File: config.mk
export PLATFORM = sky130hd
export DESIGN_NAME = dac_ramp_sequencer
export DESIGN_NICKNAME = d
export VERILOG_FILES = /design/src/rtl/dac_ramp_sequencer.sv
export SDC_FILE = /design/constraint.sdc
export NUM_CORES = 1
export LEC_CHECK = 0
export BUFFER_PORTS_ARGS = -buffer_cell sky130_fd_sc_hd__buf_2
export CAP_MARGIN = 15
export CORE_ASPECT_RATIO = 1.1
export CORE_MARGIN = 5
export CORE_UTILIZATION = 60
export CTS_CLUSTER_DIAMETER = 200
export DETAILED_ROUTE_END_ITERATION = 10
export HOLD_SLACK_MARGIN = 0.03
export PLACE_DENSITY = 0.86
export SLEW_MARGIN = 30
export SYNTH_ARGS = -nofsm -noshare
export SYNTH_HDL_FRONTEND = slang
export SYNTH_HIERARCHICAL = 1
export SYNTH_SLANG_ARGS = --single-unit
File: constraint.sdc
create_clock -name clk -period 9.5 [get_ports clk]
set_input_delay 1.425 -clock clk [delete_from_list [all_inputs] [get_ports clk]]
set_output_delay 1.425 -clock clk [all_outputs]
set_load 0.01 [all_outputs]
File: src/rtl/dac_ramp_sequencer.sv
// Four-channel DAC code slew sequencer: stages shadow targets, commits them
// atomically, and ramps the presented codes toward them in bounded steps.

module dac_ramp_lane #(
  parameter int STEP = 1
) (
  input  logic       clk,
  input  logic       rst_n,
  input  logic       tick,
  input  logic [7:0] target,
  output logic [7:0] cur,
  output logic [7:0] nxt
);
  localparam logic [7:0] S = 8'(STEP);

  // Clamp to target when within one step, so no wrap past 0 or 255.
  always_comb begin
    nxt = cur;
    if (target >= cur)
      nxt = ((target - cur) <= S) ? target : cur + S;
    else
      nxt = ((cur - target) <= S) ? target : cur - S;
  end

  always_ff @(posedge clk or negedge rst_n) begin
    if (!rst_n)    cur <= '0;
    else if (tick) cur <= nxt;
  end
endmodule

module dac_ramp_sequencer #(
  parameter int RAMP_DIV    = 12500,
  parameter int STEP        = 1,
  parameter int HOLD_CYCLES = 2560
) (
  input  logic       clk,
  input  logic       rst_n,
  input  logic       wr_en,
  input  logic [1:0] wr_addr,
  input  logic [7:0] wr_data,
  input  logic       commit,
  output logic [7:0] dbA,
  output logic [7:0] dbB,
  output logic [7:0] dbC,
  output logic [7:0] dbD,
  output logic       enable_update,
  output logic       busy
);
  localparam int NUM_LANES = 4;
  localparam logic [15:0] DIV_MAX  = 16'(RAMP_DIV - 1);
  localparam logic [15:0] HOLD_MAX = 16'(HOLD_CYCLES - 1);

  typedef enum logic [1:0] {IDLE, RAMP, SETTLE} state_t;

  state_t state, state_nxt;
  logic [NUM_LANES-1:0][7:0] shadow, target, commit_tgt, cur, nxt;
  logic [15:0] div, hold;
  logic        tick;

  // A write landing on the commit edge bypasses into the committed target.
  always_comb begin
    commit_tgt = shadow;
    if (wr_en) commit_tgt[wr_addr] = wr_data;
  end

  // A commit pre-empts a coincident tick; the divider restarts instead.
  assign tick = (state == RAMP) && (div == DIV_MAX) && !commit;

  always_ff @(posedge clk or negedge rst_n) begin
    if (!rst_n) begin
      shadow <= '0;
      target <= '0;
    end else begin
      if (wr_en)  shadow[wr_addr] <= wr_data;
      if (commit) target <= commit_tgt;
    end
  end

  for (genvar i = 0; i < NUM_LANES; i++) begin : g_lane
    dac_ramp_lane #(.STEP(STEP)) u_lane (
      .clk    (clk),
      .rst_n  (rst_n),
      .tick   (tick),
      .target (target[i]),
      .cur    (cur[i]),
      .nxt    (nxt[i])
    );
  end

  assign dbA = cur[0];
  assign dbB = cur[1];
  assign dbC = cur[2];
  assign dbD = cur[3];

  always_ff @(posedge clk or negedge rst_n) begin
    if (!rst_n) begin
      state <= IDLE;
      div   <= '0;
      hold  <= '0;
    end else begin
      state <= state_nxt;
      if (commit) begin
        div  <= '0;
        hold <= '0;
      end else begin
        div  <= (state == RAMP && !tick) ? div + 16'd1 : '0;
        hold <= (state == SETTLE) ? hold + 16'd1 : '0;
      end
    end
  end

  always_comb begin
    state_nxt     = state;
    enable_update = 1'b0;
    busy          = 1'b0;
    case (state)
      IDLE: ;
      RAMP: begin
        enable_update = 1'b1;
        busy          = 1'b1;
        if (tick && (nxt == target)) state_nxt = SETTLE;
      end
      SETTLE: begin
        enable_update = 1'b1;
        busy          = 1'b1;
        if (hold == HOLD_MAX) state_nxt = IDLE;
      end
      default: state_nxt = IDLE;
    endcase
    if (commit) state_nxt = (cur != commit_tgt) ? RAMP : SETTLE;
  end
endmodule

==> impl_metrics.env <==
export IMPL_synth_cell_types=84
export IMPL_p_per_area_nw_per_um2=168
export IMPL_dp_hpwl_mm=21.8
export IMPL_worst_slew_margin_rel=0.333
export IMPL_period_needed_ns=5.23
export IMPL_layout_common_cells="inv_1, nor2_1, dfrtp_1"
export IMPL_initialDrtViolationCount=1056
export IMPL_max_stage_delay_ns=0.58
export IMPL_netlist_area_um2=11200
export IMPL_hold_violations=0
export IMPL_viasPerCell=6.49
export IMPL_gr_usage_all_layers=0.273
export IMPL_start_util=0.609
export IMPL_clkTransAtPathRegs_ns=0.06
export IMPL_grt_pass1_wl_mm=48.7
export IMPL_port_buffers=47
export IMPL_clock_skew_ns=0.0109
export IMPL_met1_length_mm=12.5
export IMPL_hold_path_class="reg -> reg"
export IMPL_layout_commonest_cell="inv_1"
export IMPL_route_met2_wl_mm=14.7
export IMPL_die_area_um2=21500
export IMPL_wire_per_inst_um=19.3
export IMPL_ys_ff_latch=130
export IMPL_path_delay_family="compound AO/OA/AOI/OAI gates"
export IMPL_start_kind="register"
export IMPL_min_period_over_period=0.551
export IMPL_htreeDepth=4
export IMPL_ioPinCount=48
export IMPL_setup_viol=0
export IMPL_clock_latency_ns=0.44
export IMPL_numClockSinks=130
export IMPL_cts_setup_buffers=0
export IMPL_route_met3_wl_mm=2.20
export IMPL_std_cell_rows=52
export IMPL_cts_resized_gates=0
export IMPL_rsz0062_at_grt="false"
export IMPL_antenna_found_initial=0
export IMPL_critPathSlowestCell="nor4_1"
export IMPL_tightest_slew_ns=1.00
export IMPL_slew_violations=0
export IMPL_cts_max_path_buffers=2
export IMPL_dr_max_layer_used="met4"
export IMPL_wirelength_mm=30.6
export IMPL_grt_max_degree=76
export IMPL_antenna_cells=0
export IMPL_ant_nets=0
export IMPL_critical_path_required_ns=9.87
export IMPL_synthesis_nets=1406
export IMPL_crit_path_end_kind="register"
export IMPL_status="complete, no violations"
export IMPL_synth_edf_count=0
export IMPL_holdBufCountCts=0
export IMPL_grt_overflow=0
export IMPL_drive_gt1_frac=0.134
export IMPL_drv_cap=0
export IMPL_finalNetCount=1425
export IMPL_p_leak_nw=5.40
export IMPL_netlist_top_cells_area="dfrtp_1, ha_1, xor2_1, a21oi_1, inv_1"
export IMPL_final_util=0.657
export IMPL_synth_top_area_frac=0.290
export IMPL_syn_to_final_growth_pct=7.92
export IMPL_drt_first_pass_iters=6
export IMPL_tns_ns=0
export IMPL_syn_inst=1311
export IMPL_irDropWorstVdd_uv=160
export IMPL_synth_seq_area_share=0.290
export IMPL_crit_type="reg -> reg"
export IMPL_numCtsBuffers=17
export IMPL_cts_root_buf="clkbuf_16"
export IMPL_max_freq_ghz=0.191
export IMPL_drc_errors=0
export IMPL_die_h_um=153
export IMPL_chipWidth_um=140
export IMPL_path_buf_inv=2
export IMPL_dp_cells=1554
export IMPL_fillCellCount=1493
export IMPL_worstPathArrival_ns=5.60
export IMPL_regArea_um2=3250
export IMPL_grt_pass1_vias=9799
export IMPL_finalNonFillerCells=1586
export IMPL_vias=10300
export IMPL_async_flop_share=1.00
export IMPL_crit_fanout=12
export IMPL_synth_top_area_cell="dfrtp_1"
export IMPL_multi_input_area_um2=7140
export IMPL_globalplace_congestion=0.920
export IMPL_coreArea_um2=18400
export IMPL_synth_warnings=6
export IMPL_worstPathCellList="inv_1, ha_1, inv_1, fa_1, xor2_1, a2111oi_2, o21ai_1, a2111oi_4, a21oi_1, a221oi_1, o22ai_1, nor2_1, xor2_1, nor4_1, nand4_1, or4_4, a211oi_2, a31o_1"
export IMPL_synth_ff_type="dfrtp_1"
export IMPL_cts_tree="built"
export IMPL_syn_area_per_cell_um2=8.55
==> cell families (layout without fill, tap and decap cells) <==
kind of cell,Yosys count,after routing,share of synthesized area
AOI/OAI and AO/OA,333,333,0.210
xor gates and xnor gates,91,91,0.0711
adders and majority gates,81,81,0.0957
buffers and inverters,187,219,0.0744
DFF,130,130,0.290
muxes,66,66,0.0636
and+or+nand+nor,423,423,0.195
==> where the power goes <==
group          internal (mW)  leakage (nW)  switching [mW]
combinational          0.252          3.47           0.415
clock                  0.420         0.302           0.274
sequential             0.606          1.63          0.0621
total                   1.28          5.40           0.751
==> cell usage after synthesis (all sizes together) (22+ instances only) <==
master / instances
inv: 137
dfrtp: 130
nor2: 130
a21oi: 107
ha: 73
xor2: 69
nand2: 65
o21ai: 54
nand3: 39
mux2: 33
mux2i: 33
nor3: 31
buf: 29
xnor2: 22
==> final cells by class <==
class	count	area share
multi-input cells	994	0.590
flip-flops and latches	130	0.269
inverters	137	0.0425
clock buffers	17	0.0352
well taps	243	0.0251
repair buffers	50	0.0221
clock inverters	15	0.0162
==> through the flow <==
| step | total power, mW | worst slack [ns] | instance area, µm² | hold WS [ns] |
|---|---|---|---|---|
| 3_5_place_dp | 1.32 | 4.40 | 11500 | 0.480 |
| 6_report | 2.03 | 4.27 | 12100 | 0.515 |
| 4_1_cts | 2.01 | 4.34 | 12100 | 0.515 |
| 5_1_grt | 2.12 | 3.96 | 12100 | 0.544 |
| 3_3_place_gp | 1.31 | 4.43 | 11500 | 0.474 |
| 2_1_floorplan | 1.17 | 5.41 | 11200 | 0.455 |
==> routing by layer <==
metal	track usage	vias to the layer above
met5	0	-
met4	0.120	0
met3	0.0450	109
met2	0.455	505
met1	0.350	4951
li1	-	4725
==> state kept, by name, indices dropped and copies added, names as in the netlist <==
name	flops
shadow	32
g_lane.u_lane/cur	32
target	32
state	2
div	16
hold	16
==> final timing paths <==
path                                         start          to  slack, ns  depth (start not counted)
max                        g_lane[3].u_lane/cur[0]    state[1]       4.27                         18
min                                     shadow[17]  shadow[17]       0.52                          2
max reg2reg                g_lane[3].u_lane/cur[0]    state[1]       4.27                         18
min reg2reg                             shadow[17]  shadow[17]       0.52                          2
max in group asynchronous                    rst_n  target[30]       7.52                          2
min in group asynchronous                    rst_n  shadow[14]       0.93                          1
==> worst reg2reg max path: cells and delay by family (launching register included) <==
family | cells | cell delay [ns]
AO/OA/AOI/OAI | 8 | 2.13
AND/OR/NAND/NOR | 4 | 1.36
buffers and inverters | 2 | 0.30
XOR/XNOR | 2 | 0.26
flip-flops | 1 | 0.50
adder cells (fa/ha/maj) | 2 | 0.62
No activity file was read; power rests on OpenSTA's default activity.
